--- src/rtl/alu_cmd_sequencer_if.sv ---
// rtl/alu_cmd_sequencer_if.sv - command, ALU and response signals of alu_cmd_sequencer
// slave is the sequencer's view; master is the surrounding environment.
interface alu_cmd_sequencer_if #(
  parameter int DATA_W = 8
);
  logic                  cmd_valid;
  logic                  cmd_ready;
  logic [DATA_W-1:0]     cmd_a;
  logic [DATA_W-1:0]     cmd_b;
  logic [2:0]            cmd_op;
  logic [DATA_W-1:0]     alu_a;
  logic [DATA_W-1:0]     alu_b;
  logic [2:0]            alu_op;
  logic                  alu_start;
  logic                  alu_done;
  logic [2*DATA_W-1:0]   alu_result;
  logic                  alu_rst_n;
  logic                  rsp_valid;
  logic [2*DATA_W-1:0]   rsp_result;
  logic [2:0]            rsp_op;
  logic                  rsp_timeout;
  logic                  busy;

  modport slave (
    input  cmd_valid, cmd_a, cmd_b, cmd_op, alu_done, alu_result,
    output cmd_ready, alu_a, alu_b, alu_op, alu_start, alu_rst_n,
           rsp_valid, rsp_result, rsp_op, rsp_timeout, busy
  );

  modport master (
    output cmd_valid, cmd_a, cmd_b, cmd_op, alu_done, alu_result,
    input  cmd_ready, alu_a, alu_b, alu_op, alu_start, alu_rst_n,
           rsp_valid, rsp_result, rsp_op, rsp_timeout, busy
  );
endinterface

--- src/rtl/alu_cmd_sequencer.sv ---
// rtl/alu_cmd_sequencer.sv - command FIFO feeding a multi-cycle ALU, one response per computing op
// Optional WAIT abort after TIMEOUT cycles is enabled by defining ALU_SEQ_TIMEOUT_EN.
module alu_cmd_sequencer #(
  parameter int DATA_W  = 8,
  parameter int DEPTH   = 4,
  parameter int TIMEOUT = 255
) (
  input  logic                 clk,
  input  logic                 reset_n,
  alu_cmd_sequencer_if.slave   bus
);
  localparam int PTR_W = $clog2(DEPTH);
  localparam int CNT_W = PTR_W + 1;
  localparam int ENT_W = 2*DATA_W + 3;

  typedef enum logic [2:0] {IDLE, NOP, WAIT, RESP, ARST} state_t;

  state_t                state, state_nxt;
  logic [ENT_W-1:0]      mem [DEPTH];
  logic [PTR_W-1:0]      wr_ptr, rd_ptr;
  logic [CNT_W-1:0]      count;
  logic                  full, empty, push, pop;
  logic [DATA_W-1:0]     head_a, head_b;
  logic [2:0]            head_op;
  logic                  arst_cnt;
  logic [DATA_W-1:0]     a_q, b_q;
  logic [2:0]            op_q, rsp_op_q;
  logic [2*DATA_W-1:0]   res_q;
  logic                  timeout_hit, to_flag;

  assign full  = (count == CNT_W'(DEPTH));
  assign empty = (count == '0);
  assign push  = bus.cmd_valid && bus.cmd_ready;
  assign pop   = (state == IDLE) && !empty;
  assign {head_op, head_b, head_a} = mem[rd_ptr];

  always_ff @(posedge clk) begin
    if (push) mem[wr_ptr] <= {bus.cmd_op, bus.cmd_b, bus.cmd_a};
  end

  always_ff @(posedge clk or negedge reset_n) begin
    if (!reset_n) begin
      wr_ptr <= '0;
      rd_ptr <= '0;
      count  <= '0;
    end else begin
      if (push) wr_ptr <= wr_ptr + PTR_W'(1);
      if (pop)  rd_ptr <= rd_ptr + PTR_W'(1);
      if (push && !pop)      count <= count + CNT_W'(1);
      else if (pop && !push) count <= count - CNT_W'(1);
    end
  end

`ifdef ALU_SEQ_TIMEOUT_EN
  localparam int TO_W = $clog2(TIMEOUT + 1);
  logic [TO_W-1:0] wait_cnt;

  // alu_done on the final count wins over the abort.
  assign timeout_hit = (state == WAIT) && !bus.alu_done && (wait_cnt == TO_W'(TIMEOUT - 1));

  always_ff @(posedge clk or negedge reset_n) begin
    if (!reset_n) begin
      wait_cnt <= '0;
      to_flag  <= 1'b0;
    end else begin
      wait_cnt <= (state == WAIT) ? wait_cnt + TO_W'(1) : '0;
      if (state == WAIT) to_flag <= timeout_hit;
    end
  end
`else
  assign timeout_hit = 1'b0;
  assign to_flag     = 1'b0;
`endif

  always_ff @(posedge clk or negedge reset_n) begin
    if (!reset_n) state <= IDLE;
    else          state <= state_nxt;
  end

  always_comb begin
    state_nxt = state;
    case (state)
      IDLE: if (!empty) begin
        case (head_op)
          3'b111:                         state_nxt = ARST;
          3'b001, 3'b010, 3'b011, 3'b100: state_nxt = WAIT;
          default:                        state_nxt = NOP;
        endcase
      end
      NOP:     state_nxt = IDLE;
      WAIT:    if (bus.alu_done || timeout_hit) state_nxt = RESP;
      RESP:    state_nxt = to_flag ? ARST : IDLE;
      ARST:    if (arst_cnt) state_nxt = IDLE;
      default: state_nxt = IDLE;
    endcase
  end

  always_ff @(posedge clk or negedge reset_n) begin
    if (!reset_n) begin
      arst_cnt <= 1'b0;
      a_q      <= '0;
      b_q      <= '0;
      op_q     <= '0;
      res_q    <= '0;
      rsp_op_q <= '0;
    end else begin
      arst_cnt <= (state == ARST) ? !arst_cnt : 1'b0;
      if (pop) begin
        a_q  <= head_a;
        b_q  <= head_b;
        op_q <= head_op;
      end
      if ((state == WAIT) && (bus.alu_done || timeout_hit)) begin
        res_q    <= bus.alu_done ? bus.alu_result : '0;
        rsp_op_q <= op_q;
      end
    end
  end

  always_comb begin
    bus.alu_start   = (state == NOP) || (state == WAIT);
    bus.rsp_valid   = (state == RESP);
    bus.rsp_timeout = (state == RESP) && to_flag;
    bus.alu_rst_n   = reset_n && (state != ARST);
    bus.cmd_ready   = reset_n && !full;
    bus.busy        = reset_n && ((state != IDLE) || !empty);
  end

  assign bus.alu_a      = a_q;
  assign bus.alu_b      = b_q;
  assign bus.alu_op     = op_q;
  assign bus.rsp_result = res_q;
  assign bus.rsp_op     = rsp_op_q;
endmodule

--- src/flat_wrapper.sv ---
// flat-port wrapper written by rule: the top's interface ports become plain ports
module alu_cmd_sequencer_flat 
#(
  parameter int DATA_W  = 8,
  parameter int DEPTH   = 4,
  parameter int TIMEOUT = 255
)
  (clk, reset_n, bus_cmd_valid, bus_cmd_a, bus_cmd_b, bus_cmd_op, bus_alu_done, bus_alu_result, bus_cmd_ready, bus_alu_a, bus_alu_b, bus_alu_op, bus_alu_start, bus_alu_rst_n, bus_rsp_valid, bus_rsp_result, bus_rsp_op, bus_rsp_timeout, bus_busy);
  alu_cmd_sequencer_if #(.DATA_W(DATA_W)) bus_i ();
  input  logic clk;
  input  logic reset_n;
  input wire logic [$bits(bus_i.cmd_valid)-1:0] bus_cmd_valid;
  input wire logic [$bits(bus_i.cmd_a)-1:0] bus_cmd_a;
  input wire logic [$bits(bus_i.cmd_b)-1:0] bus_cmd_b;
  input wire logic [$bits(bus_i.cmd_op)-1:0] bus_cmd_op;
  input wire logic [$bits(bus_i.alu_done)-1:0] bus_alu_done;
  input wire logic [$bits(bus_i.alu_result)-1:0] bus_alu_result;
  output wire logic [$bits(bus_i.cmd_ready)-1:0] bus_cmd_ready;
  output wire logic [$bits(bus_i.alu_a)-1:0] bus_alu_a;
  output wire logic [$bits(bus_i.alu_b)-1:0] bus_alu_b;
  output wire logic [$bits(bus_i.alu_op)-1:0] bus_alu_op;
  output wire logic [$bits(bus_i.alu_start)-1:0] bus_alu_start;
  output wire logic [$bits(bus_i.alu_rst_n)-1:0] bus_alu_rst_n;
  output wire logic [$bits(bus_i.rsp_valid)-1:0] bus_rsp_valid;
  output wire logic [$bits(bus_i.rsp_result)-1:0] bus_rsp_result;
  output wire logic [$bits(bus_i.rsp_op)-1:0] bus_rsp_op;
  output wire logic [$bits(bus_i.rsp_timeout)-1:0] bus_rsp_timeout;
  output wire logic [$bits(bus_i.busy)-1:0] bus_busy;
  assign bus_i.cmd_valid = bus_cmd_valid;
  assign bus_i.cmd_a = bus_cmd_a;
  assign bus_i.cmd_b = bus_cmd_b;
  assign bus_i.cmd_op = bus_cmd_op;
  assign bus_i.alu_done = bus_alu_done;
  assign bus_i.alu_result = bus_alu_result;
  assign bus_cmd_ready = bus_i.cmd_ready;
  assign bus_alu_a = bus_i.alu_a;
  assign bus_alu_b = bus_i.alu_b;
  assign bus_alu_op = bus_i.alu_op;
  assign bus_alu_start = bus_i.alu_start;
  assign bus_alu_rst_n = bus_i.alu_rst_n;
  assign bus_rsp_valid = bus_i.rsp_valid;
  assign bus_rsp_result = bus_i.rsp_result;
  assign bus_rsp_op = bus_i.rsp_op;
  assign bus_rsp_timeout = bus_i.rsp_timeout;
  assign bus_busy = bus_i.busy;
  alu_cmd_sequencer #(.DATA_W(DATA_W), .DEPTH(DEPTH), .TIMEOUT(TIMEOUT)) u_core (.clk(clk), .reset_n(reset_n), .bus(bus_i));
endmodule
--- config.mk ---
export PLATFORM = sky130hd
export DESIGN_NAME = alu_cmd_sequencer_flat
export DESIGN_NICKNAME = d
export VERILOG_FILES = /design/src/rtl/alu_cmd_sequencer_if.sv /design/src/rtl/alu_cmd_sequencer.sv /design/src/flat_wrapper.sv
export SDC_FILE = /design/constraint.sdc
export NUM_CORES = 1
export LEC_CHECK = 0
export ABC_AREA = 1
export CAP_MARGIN = 20
export CORE_MARGIN = 8
export CORE_UTILIZATION = 55
export CTS_CLUSTER_SIZE = 12
export DETAILED_ROUTE_END_ITERATION = 10
export DONT_BUFFER_PORTS = 1
export PLACE_DENSITY_LB_ADDON = 0.12
export SETUP_SLACK_MARGIN = 0.3
export SLEW_MARGIN = 10
export SYNTH_ARGS = -nofsm -noshare
export SYNTH_HDL_FRONTEND = slang
export SYNTH_SLANG_ARGS = --single-unit
--- constraint.sdc ---
create_clock -name clk -period 2.1 [get_ports clk]
set_input_delay 0.525 -clock clk [delete_from_list [all_inputs] [get_ports clk]]
set_output_delay 0.525 -clock clk [all_outputs]
set_load 0.02 [all_outputs]
==> results of run 1 <==
## metal layers
metal,global-route usage (%),vias up
met1,16.7,1385
met3,7.95,10
met2,27.5,87
met5,0,-
li1,-,1405
met4,5.20,0
## critical path, cell delays in order (launching register included)
cell	delay [ns]
sky130_fd_sc_hd__dfrtp_1	0.39
sky130_fd_sc_hd__or2_4	0.28
sky130_fd_sc_hd__inv_4	0.06
sky130_fd_sc_hd__nor3b_2	0.04
sky130_fd_sc_hd__buf_4	0.16
## what timing repair did
item                                    4_1_cts  5_1_grt
endpoints found under the hold margin        49        0
setup buffers                                 7        0
pin swaps                                     7        2
hold buffers                                  2        0
endpoints found under the setup margin        7        7
resized for setup                            15        2
## path summary, 6_finish.rpt
path                                endpoint  slack (ns)  cells past startpoint
hold / removal             u_core.mem[1][15]        0.11                      0
min in group asynchronous    u_core.arst_cnt        0.58                      2
setup / recovery               bus_alu_start        0.16                      4
setup reg to reg             u_core.count[2]        0.30                     10
hold reg to reg              u_core.arst_cnt        0.43                      1
max in group asynchronous    u_core.state[2]        1.31                      2
## Yosys cell counts, drive strengths merged
master / instances
mux2: 18
edfxtp: 76
xor2: 3
or2: 1
a21oi: 3
ha: 5
buf: 15
xnor2: 1
nand3: 11
o21ai: 39
a31oi: 17
nor2: 92
dfrtp: 49
nand2: 35
o22ai: 1
clkbuf: 3
inv: 24
conb: 1
nor3: 1
fa: 1
nor3b: 1
## per-stage QoR
stage          std cells  hold WS (ns)  utilization (%)
3_3_place_gp         502         0.232             57.7
6_report             543         0.107             65.9
2_1_floorplan        397         0.229                -
4_1_cts              543        0.0841             65.8
5_1_grt              543        0.0768             65.9
3_5_place_dp         502         0.232             57.7
## report_power, final
group	internal [mW]	switching, mW
Clock	1.83	1.07
Sequential	3.28	0.870
Combinational	1.23	1.72
Total	6.34	3.66
## layout make-up
cell class                 count  area (um^2)  share of cell area [%]
tap                          111          139                    2.33
inverter                      24          113                    1.89
clock inverter                14          180                    3.02
clock buffer                  18          418                    7.00
multi-input combinational    230         1380                    23.1
timing repair buffer          21          234                    3.92
sequential                   125         3510                    58.8
## registers in the layout (all words and copies together), names as in the netlist
name,count
u_core.mem,76
u_core.bus.rsp_result,16
u_core.bus.alu_a,8
u_core.bus.alu_b,8
u_core.bus.alu_op,3
u_core.bus.rsp_op,3
u_core.count,3
u_core.state,3
u_core.rd_ptr,2
u_core.wr_ptr,2
u_core.arst_cnt,1
## kinds of logic (layout without fill, tap and decap cells)
| group | Yosys count | after routing |
|---|---|---|
| other cells | 1 | 1 |
| buf+inv | 42 | 77 |
| flops | 125 | 125 |
| simple gates | 141 | 141 |
| compound gates | 60 | 60 |
| mux | 18 | 18 |
| xor+xnor | 4 | 4 |
| fa+ha+maj | 6 | 6 |
==> metrics.md, run 1 <==
| Metric | Value |
|---|---|
| Length of routed met2 wiring | 4780 um |
| Average instance area after synthesis | 12.7 um^2 |
| Clock H-tree levels | 4 |
| Starting utilization of the core area | 55.6% |
| Netlist Area Pre-Place | 0.00504 mm^2 |
| CTS tree | done |
| Beginning of the worst hold path | bus_cmd_b[7] |
| Worst-case setup margin in the final layout | 0.156 ns |
| Period Utilization, post-route | 92.6% |
| Total wire length | 9550 um |
| Congestion Overflow GR | 0 |
| Number of sinks handled by clock tree synthesis | 125 |
| Worst Setup End Kind | primary output |
| Most frequent standard cell in the layout excluding fill and tap cells | sky130_fd_sc_hd__nor2_1 |
| Static leakage power | 2.39 nW |
| Syn_nets | 442 |
| Maximum number of pins on one net before global-route repair | 50 |
| Number of synthesis warnings | 0 |
| Crit Path Class | register to primary output |
| DRC violation count after routing | 0 |
| Growth of design area from synthesis to finish | 18.5% |
| Violation count after the first detailed-route iteration | 150 |
| Library cell occupying the most area in the post-synthesis netlist | sky130_fd_sc_hd__edfxtp_1 |
| WP data required | 1.57 ns |
| Fin crit period | 1.94 ns |
| Total power divided by cell area | 1680 mW/mm^2 |
| Worst vdd ir | 0.796 mV |
| Count of port buffers added during placement | 0 |
| Routability congestion estimate from global placement | 0.679 |
| Die area | 0.0125 mm^2 |
| Number of optimization iterations in the first detailed-route pass | 5 |
| Fraction of final layout cells sized beyond drive strength 1 | 22.7% |
| Count of final hold-check violations | 0 |
| Clock buffer count from CTS | 17 |
| Kind of start point of the critical path | register |
| Worst flop-to-flop path startpoint | u_core.count[1] |
| Setup repair after global routing missed its margin | yes |
| Worst Path Max Fanout | 3 |
| Status | finished, final reports clean |
| Mux cell area share after synthesis | 5.29% |
| Count of mapped cells out of synthesis | 397 |
| Share of the synthesized area in the top cell type | 45.3% |
| Simple-Gate Fraction of Synth Area | 11.4% |
| WL met1 | 3790 um |
| Global-route wire length before repair | 15,200 um |
| Data arrival time of the critical path | 1.42 ns |
| Max-slew violations | 0 |
| Core area | 0.00906 mm^2 |
| Path type of the worst min-delay path | input port to register |
| Total negative slack | 0 ns |
| HPWL after detailed placement | 5750 um |
| Master cell of the clock root buffer | sky130_fd_sc_hd__clkbuf_8 |
| Adder and majority cell fraction of the synthesized area | 1.64% |
| Cells taking the most area after synthesis | sky130_fd_sc_hd__edfxtp_1 45%, sky130_fd_sc_hd__dfrtp_1 24%, sky130_fd_sc_hd__nor2_1 6.8% |
| Source of the critical timing path | u_core.state[0] |
| Via density per instance | 5.32 |
| Wire length on met3 | 891 um |
| FP Rows | 35 |
| Parity-gate share of the synthesized area counting xor and xnor cells | 0.695% |
| Upper clock frequency limit | 514 MHz |
| Antenna diode count | 0 |
| Unique cell type count in the Yosys netlist | 31 |
| Clock transition time at the flip-flop clock pins of the worst setup and hold paths | 0.06 ns |
| Area fraction in compound gates after synthesis | 6.41% |
| Io pins | 83 |
| Sequential area share after synthesis | 69.6% |
| Global-route usage over all layers | 16.0% |
| Final setup violation count | 0 |
| Top library cells by usage in the layout, fill and taps aside | 85 x sky130_fd_sc_hd__nor2_1, 76 x sky130_fd_sc_hd__edfxtp_1, 48 x sky130_fd_sc_hd__dfrtp_1, 37 x sky130_fd_sc_hd__o21ai_0, 33 x sky130_fd_sc_hd__nand2_1 |
| Place WS | 0.182 ns |
| Total power draw | 10.0 mW |
| Insertion delay of the later-clocked pin in the worst-skew pair | 0.51 ns |
| Die Width | 112 um |
| Flip-flop and latch count after synthesis | 125 |
| Number of fillers in the final layout | 641 |
| Detailed-route via count | 2,887 |
| Max-cap viol count | 0 |
| Number of global-route vias before repair | 2,956 |
| Final design instance area without fill | 0.00597 mm^2 |
| Number of nets in the finished design | 464 |
| Top Metal Used | met4 |
| Combinational family with the most area after synthesis | simple AND/OR/NAND/NOR gates |
| Worst Skew | 0.0101 ns |
| Area of placed instances | 0.00523 mm^2 |
| Number of antenna violations at the first check in global routing | 0 |
| Number of nets with antenna violations after routing | 0 |
| Vertical extent of the die | 112 um |
| WL per Instance | 17.6 um |
| Maximum number of buffers from clock root to sink | 2 |
Power figures use the tool's default switching activity.
==> inputs of run 2 (changes only) <==
--- a/config.mk
+++ b/config.mk
@@ -5,13 +5,13 @@
 export SDC_FILE = /design/constraint.sdc
 export NUM_CORES = 1
 export LEC_CHECK = 0
-export ABC_AREA = 1
 export CAP_MARGIN = 20
 export CORE_MARGIN = 8
 export CORE_UTILIZATION = 55
 export CTS_CLUSTER_SIZE = 12
 export DETAILED_ROUTE_END_ITERATION = 10
 export DONT_BUFFER_PORTS = 1
+export GPL_ROUTABILITY_DRIVEN = 0
 export PLACE_DENSITY_LB_ADDON = 0.12
 export SETUP_SLACK_MARGIN = 0.3
 export SLEW_MARGIN = 10
==> run 2 against run 1 <==
Fmax shrank 2.4%. Via count shrank 21%. Global-route usage shrank 0.80 points. Combinational power shrank 3%. Area after synthesis shrank 4.2%. Clock power grew 6.9%. Register-to-register slack lost 0.18 ns. Total power grew 1.5%. First-iteration DRC count shrank 48%. Non-clock buffer count grew 14. Critical path depth is the same. Critical path type unchanged.
==> metrics.md, run 2 <==
| Metric | Value |
|---|---|
| Via density per instance | 5.60 (was 5.32) |
| Starting utilization of the core area | 55.9% (was 55.6%) |
| Crit Path Class | register to primary output (unchanged) |
| Netlist Area Pre-Place | 0.00483 mm^2 (was 0.00504 mm^2) |
| Upper clock frequency limit | 502 MHz (was 514 MHz) |
| WP data required | 1.57 ns (about the same) |
| Clock buffer count from CTS | 17 (unchanged) |
| Antenna diode count | 0 (unchanged) |
| Growth of design area from synthesis to finish | 24.0% (was 18.5%) |
| Number of enable flip-flop cells after synthesis | 76 (unchanged) |
| Status | finished, final reports clean (unchanged) |
| Sequential area share after synthesis | 72.7% (was 69.6%) |
| Fin crit period | 1.99 ns (was 1.94 ns) |
| CTS tree | done (unchanged) |
| Most frequent standard cell in the layout excluding fill and tap cells | sky130_fd_sc_hd__edfxtp_1 (was sky130_fd_sc_hd__nor2_1) |
| Share of the synthesized area in the top cell type | 47.3% (was 45.3%) |
| Flip-flop and latch count after synthesis | 125 (unchanged) |
| Number of antenna violations at the first check in global routing | 0 (unchanged) |
| Top library cells by usage in the layout, fill and taps aside | 76 x sky130_fd_sc_hd__edfxtp_1, 44 x sky130_fd_sc_hd__dfrtp_1, 39 x sky130_fd_sc_hd__mux2_2, 21 x sky130_fd_sc_hd__buf_4, 16 x sky130_fd_sc_hd__clkbuf_16 (was 85 x sky130_fd_sc_hd__nor2_1, 76 x sky130_fd_sc_hd__edfxtp_1, 48 x sky130_fd_sc_hd__dfrtp_1, 37 x sky130_fd_sc_hd__o21ai_0, 33 x sky130_fd_sc_hd__nand2_1) |
| Count of final hold-check violations | 0 (unchanged) |
| Total wire length | 8520 um (was 9550 um) |
| Detailed-route via count | 2,281 (was 2,887) |
| Max FFs per register | 76 (unchanged) |
| Insertion delay of the later-clocked pin in the worst-skew pair | 0.51 ns (about the same) |
| Leading register cell type out of synthesis | sky130_fd_sc_hd__edfxtp_1 (unchanged) |
| Library cell occupying the most area in the post-synthesis netlist | sky130_fd_sc_hd__edfxtp_1 (unchanged) |
| Io pins | 83 (unchanged) |
| Static leakage power | 2.26 nW (was 2.39 nW) |
| Final setup violation count | 0 (unchanged) |
| Post-synthesis async set-or-reset flop share | 39.2% (unchanged) |
| Fraction of final layout cells sized beyond drive strength 1 | 46.2% (was 22.7%) |
| Max-slew violations | 0 (unchanged) |
| Syn_nets | 286 (was 442) |
| Register-to-Register Setup Slack | 0.12 ns (was 0.30 ns) |
| Global-route wire length before repair | 13,100 um (was 15,200 um) |
| HPWL after detailed placement | 5230 um (was 5750 um) |
| Global-route usage over all layers | 15.2% (was 16.0%) |
| Area of placed instances | 0.00510 mm^2 (was 0.00523 mm^2) |
| Kind of start point of the critical path | register (unchanged) |
| Congestion Overflow GR | 0 (unchanged) |
| Cell with the most instances after synthesis | sky130_fd_sc_hd__edfxtp_1 (was sky130_fd_sc_hd__nor2_1) |
| DRC violation count after routing | 0 (unchanged) |
| Number of global-route vias before repair | 2,472 (was 2,956) |
| Clock transition time at the flip-flop clock pins of the worst setup and hold paths | 0.06 ns (about the same) |
| Worst Setup End Kind | primary output (unchanged) |
| Max-cap viol count | 0 (unchanged) |
| Count of port buffers added during placement | 0 (unchanged) |
| Violation count after the first detailed-route iteration | 78 (was 150) |
| FP Rows | 34 (was 35) |
| Master cell of the clock root buffer | sky130_fd_sc_hd__clkbuf_8 (unchanged) |
| Core area | 0.00864 mm^2 (was 0.00906 mm^2) |
| Final design instance area without fill | 0.00598 mm^2 (was 0.00597 mm^2) |
| Vertical extent of the die | 110 um (was 112 um) |
| Worst vdd ir | 0.752 mV (was 0.796 mV) |
| Number of synthesis warnings | 0 (unchanged) |
| Die area | 0.0120 mm^2 (was 0.0125 mm^2) |
| Unique cell type count in the Yosys netlist | 32 (was 31) |
| Number of optimization iterations in the first detailed-route pass | 3 (was 5) |
| Non-filler cells in the finished layout | 407 (was 543) |
| Count of mapped cells out of synthesis | 241 (was 397) |
| Register with the highest flop count | u_core.mem (unchanged) |
| Total power divided by cell area | 1700 mW/mm^2 (was 1680 mW/mm^2) |
| Maximum number of buffers from clock root to sink | 2 (unchanged) |
| Path type of the worst min-delay path | input port to register (unchanged) |
| Average instance area after synthesis | 20.0 um^2 (was 12.7 um^2) |
| Commonest cells in the synthesized netlist | 76 x sky130_fd_sc_hd__edfxtp_1, 49 x sky130_fd_sc_hd__dfrtp_1, 39 x sky130_fd_sc_hd__mux2_2, 12 x sky130_fd_sc_hd__mux4_2, 7 x sky130_fd_sc_hd__mux4_1 (was 91 x sky130_fd_sc_hd__nor2_1, 76 x sky130_fd_sc_hd__edfxtp_1, 49 x sky130_fd_sc_hd__dfrtp_1, 38 x sky130_fd_sc_hd__o21ai_0, 35 x sky130_fd_sc_hd__nand2_1) |
| Die Width | 110 um (was 112 um) |
| WL per Instance | 20.9 um (was 17.6 um) |
| Data arrival time of the critical path | 1.47 ns (was 1.42 ns) |
| Worst Path Max Fanout | 3 (unchanged) |
| Placed Cells incl. Taps | 360 (was 502) |
| Cells taking the most area after synthesis | sky130_fd_sc_hd__edfxtp_1 47%, sky130_fd_sc_hd__dfrtp_1 25%, sky130_fd_sc_hd__mux2_2 9.1% (was sky130_fd_sc_hd__edfxtp_1 45%, sky130_fd_sc_hd__dfrtp_1 24%, sky130_fd_sc_hd__nor2_1 6.8%) |
| Number of nets in the finished design | 331 (was 464) |
| Total negative slack | 0 ns (unchanged) |
| Maximum number of pins on one net before global-route repair | 50 (unchanged) |
| Number of nets with antenna violations after routing | 0 (unchanged) |
| Worst Skew | 0.00856 ns (was 0.0101 ns) |
| Setup repair after global routing missed its margin | yes (unchanged) |
| Clock H-tree levels | 4 (unchanged) |
| Period Utilization, post-route | 94.8% (was 92.6%) |
| Number of sinks handled by clock tree synthesis | 125 (unchanged) |
-- run 2: final timing paths --
path                                      start                  endpoint  depth (start not counted)
worst min register to register  u_core.arst_cnt           u_core.arst_cnt                          1
worst max register to register  u_core.count[0]           u_core.count[2]                          9
max in group asynchronous               reset_n          u_core.rd_ptr[0]                          2
worst max-delay path            u_core.state[0]                  bus_busy                          4
worst min-delay path               bus_cmd_b[3]         u_core.mem[0][11]                          0
min in group asynchronous               reset_n  u_core.bus.rsp_result[3]                          2
-- run 2: stage by stage --
stage / hold slack [ns] / power [mW] / worst slack, ns / util, %
finish: 0.102 / 10.2 / 0.109 / 69.3
global route: 0.0708 / 10.7 / 0.0643 / 69.3
CTS: 0.0743 / 10.1 / 0.0903 / 68.5
detailed placement: 0.231 / 6.68 / 0.0807 / 59.1
global placement: 0.231 / 6.62 / 0.153 / 59.1
floorplan: 0.229 / 6.07 / 0.0162 / -
-- run 2: what timing repair did --
item	4_1_cts	5_1_grt
endpoints found under the setup margin	22	40
endpoints found under the hold margin	49	0
hold buffers	2	0
pin swaps	7	3
gates resized for setup	21	11
setup buffers	11	2
-- run 2: layout make-up --
type / instances / area [um^2]
inverter: 5 / 21.3
fill: 552 / 2650
clock buffer: 18 / 418
clock inverter: 14 / 215
multi-input combinational: 102 / 1330
sequential: 125 / 3510
tap: 108 / 135
timing repair buffer: 35 / 348
-- run 2: cells by family (layout without fill, tap and decap cells) --
logic type               count (synthesis)  after routing  synth area share (%)
AO/OA/AOI/OAI                            9              9                  1.53
AND/OR/NAND/NOR                         20             20                  2.57
adder cells (fa/ha/maj)                  6              6                  1.71
XOR/XNOR                                 8              8                  1.45
other                                    1              1                0.0777
buffers and inverters                   14             72                  1.48
flip-flops                             125            125                  72.7
multiplexers                            58             58                  18.5
-- run 2: layer usage --
metal,global-route usage [%],share of wire [%]
met3,6.74,9.4
met2,25.6,51
met4,7.52,1.6
met1,15.9,38
met5,0,0
-- run 2: worst max-delay path: stages, from the launching register on --
cell	delay [ns]
sky130_fd_sc_hd__dfrtp_2	0.43
sky130_fd_sc_hd__nor3_4	0.22
sky130_fd_sc_hd__buf_6	0.13
sky130_fd_sc_hd__a21boi_2	0.05
sky130_fd_sc_hd__buf_6	0.13
-- run 2: where the power goes --
part / internal, mW / total, mW / switching, mW
clock network: 2.05 / 3.10 / 1.05
logic: 1.66 / 2.85 / 1.19
registers: 3.30 / 4.20 / 0.902
total: 7.01 / 10.2 / 3.14
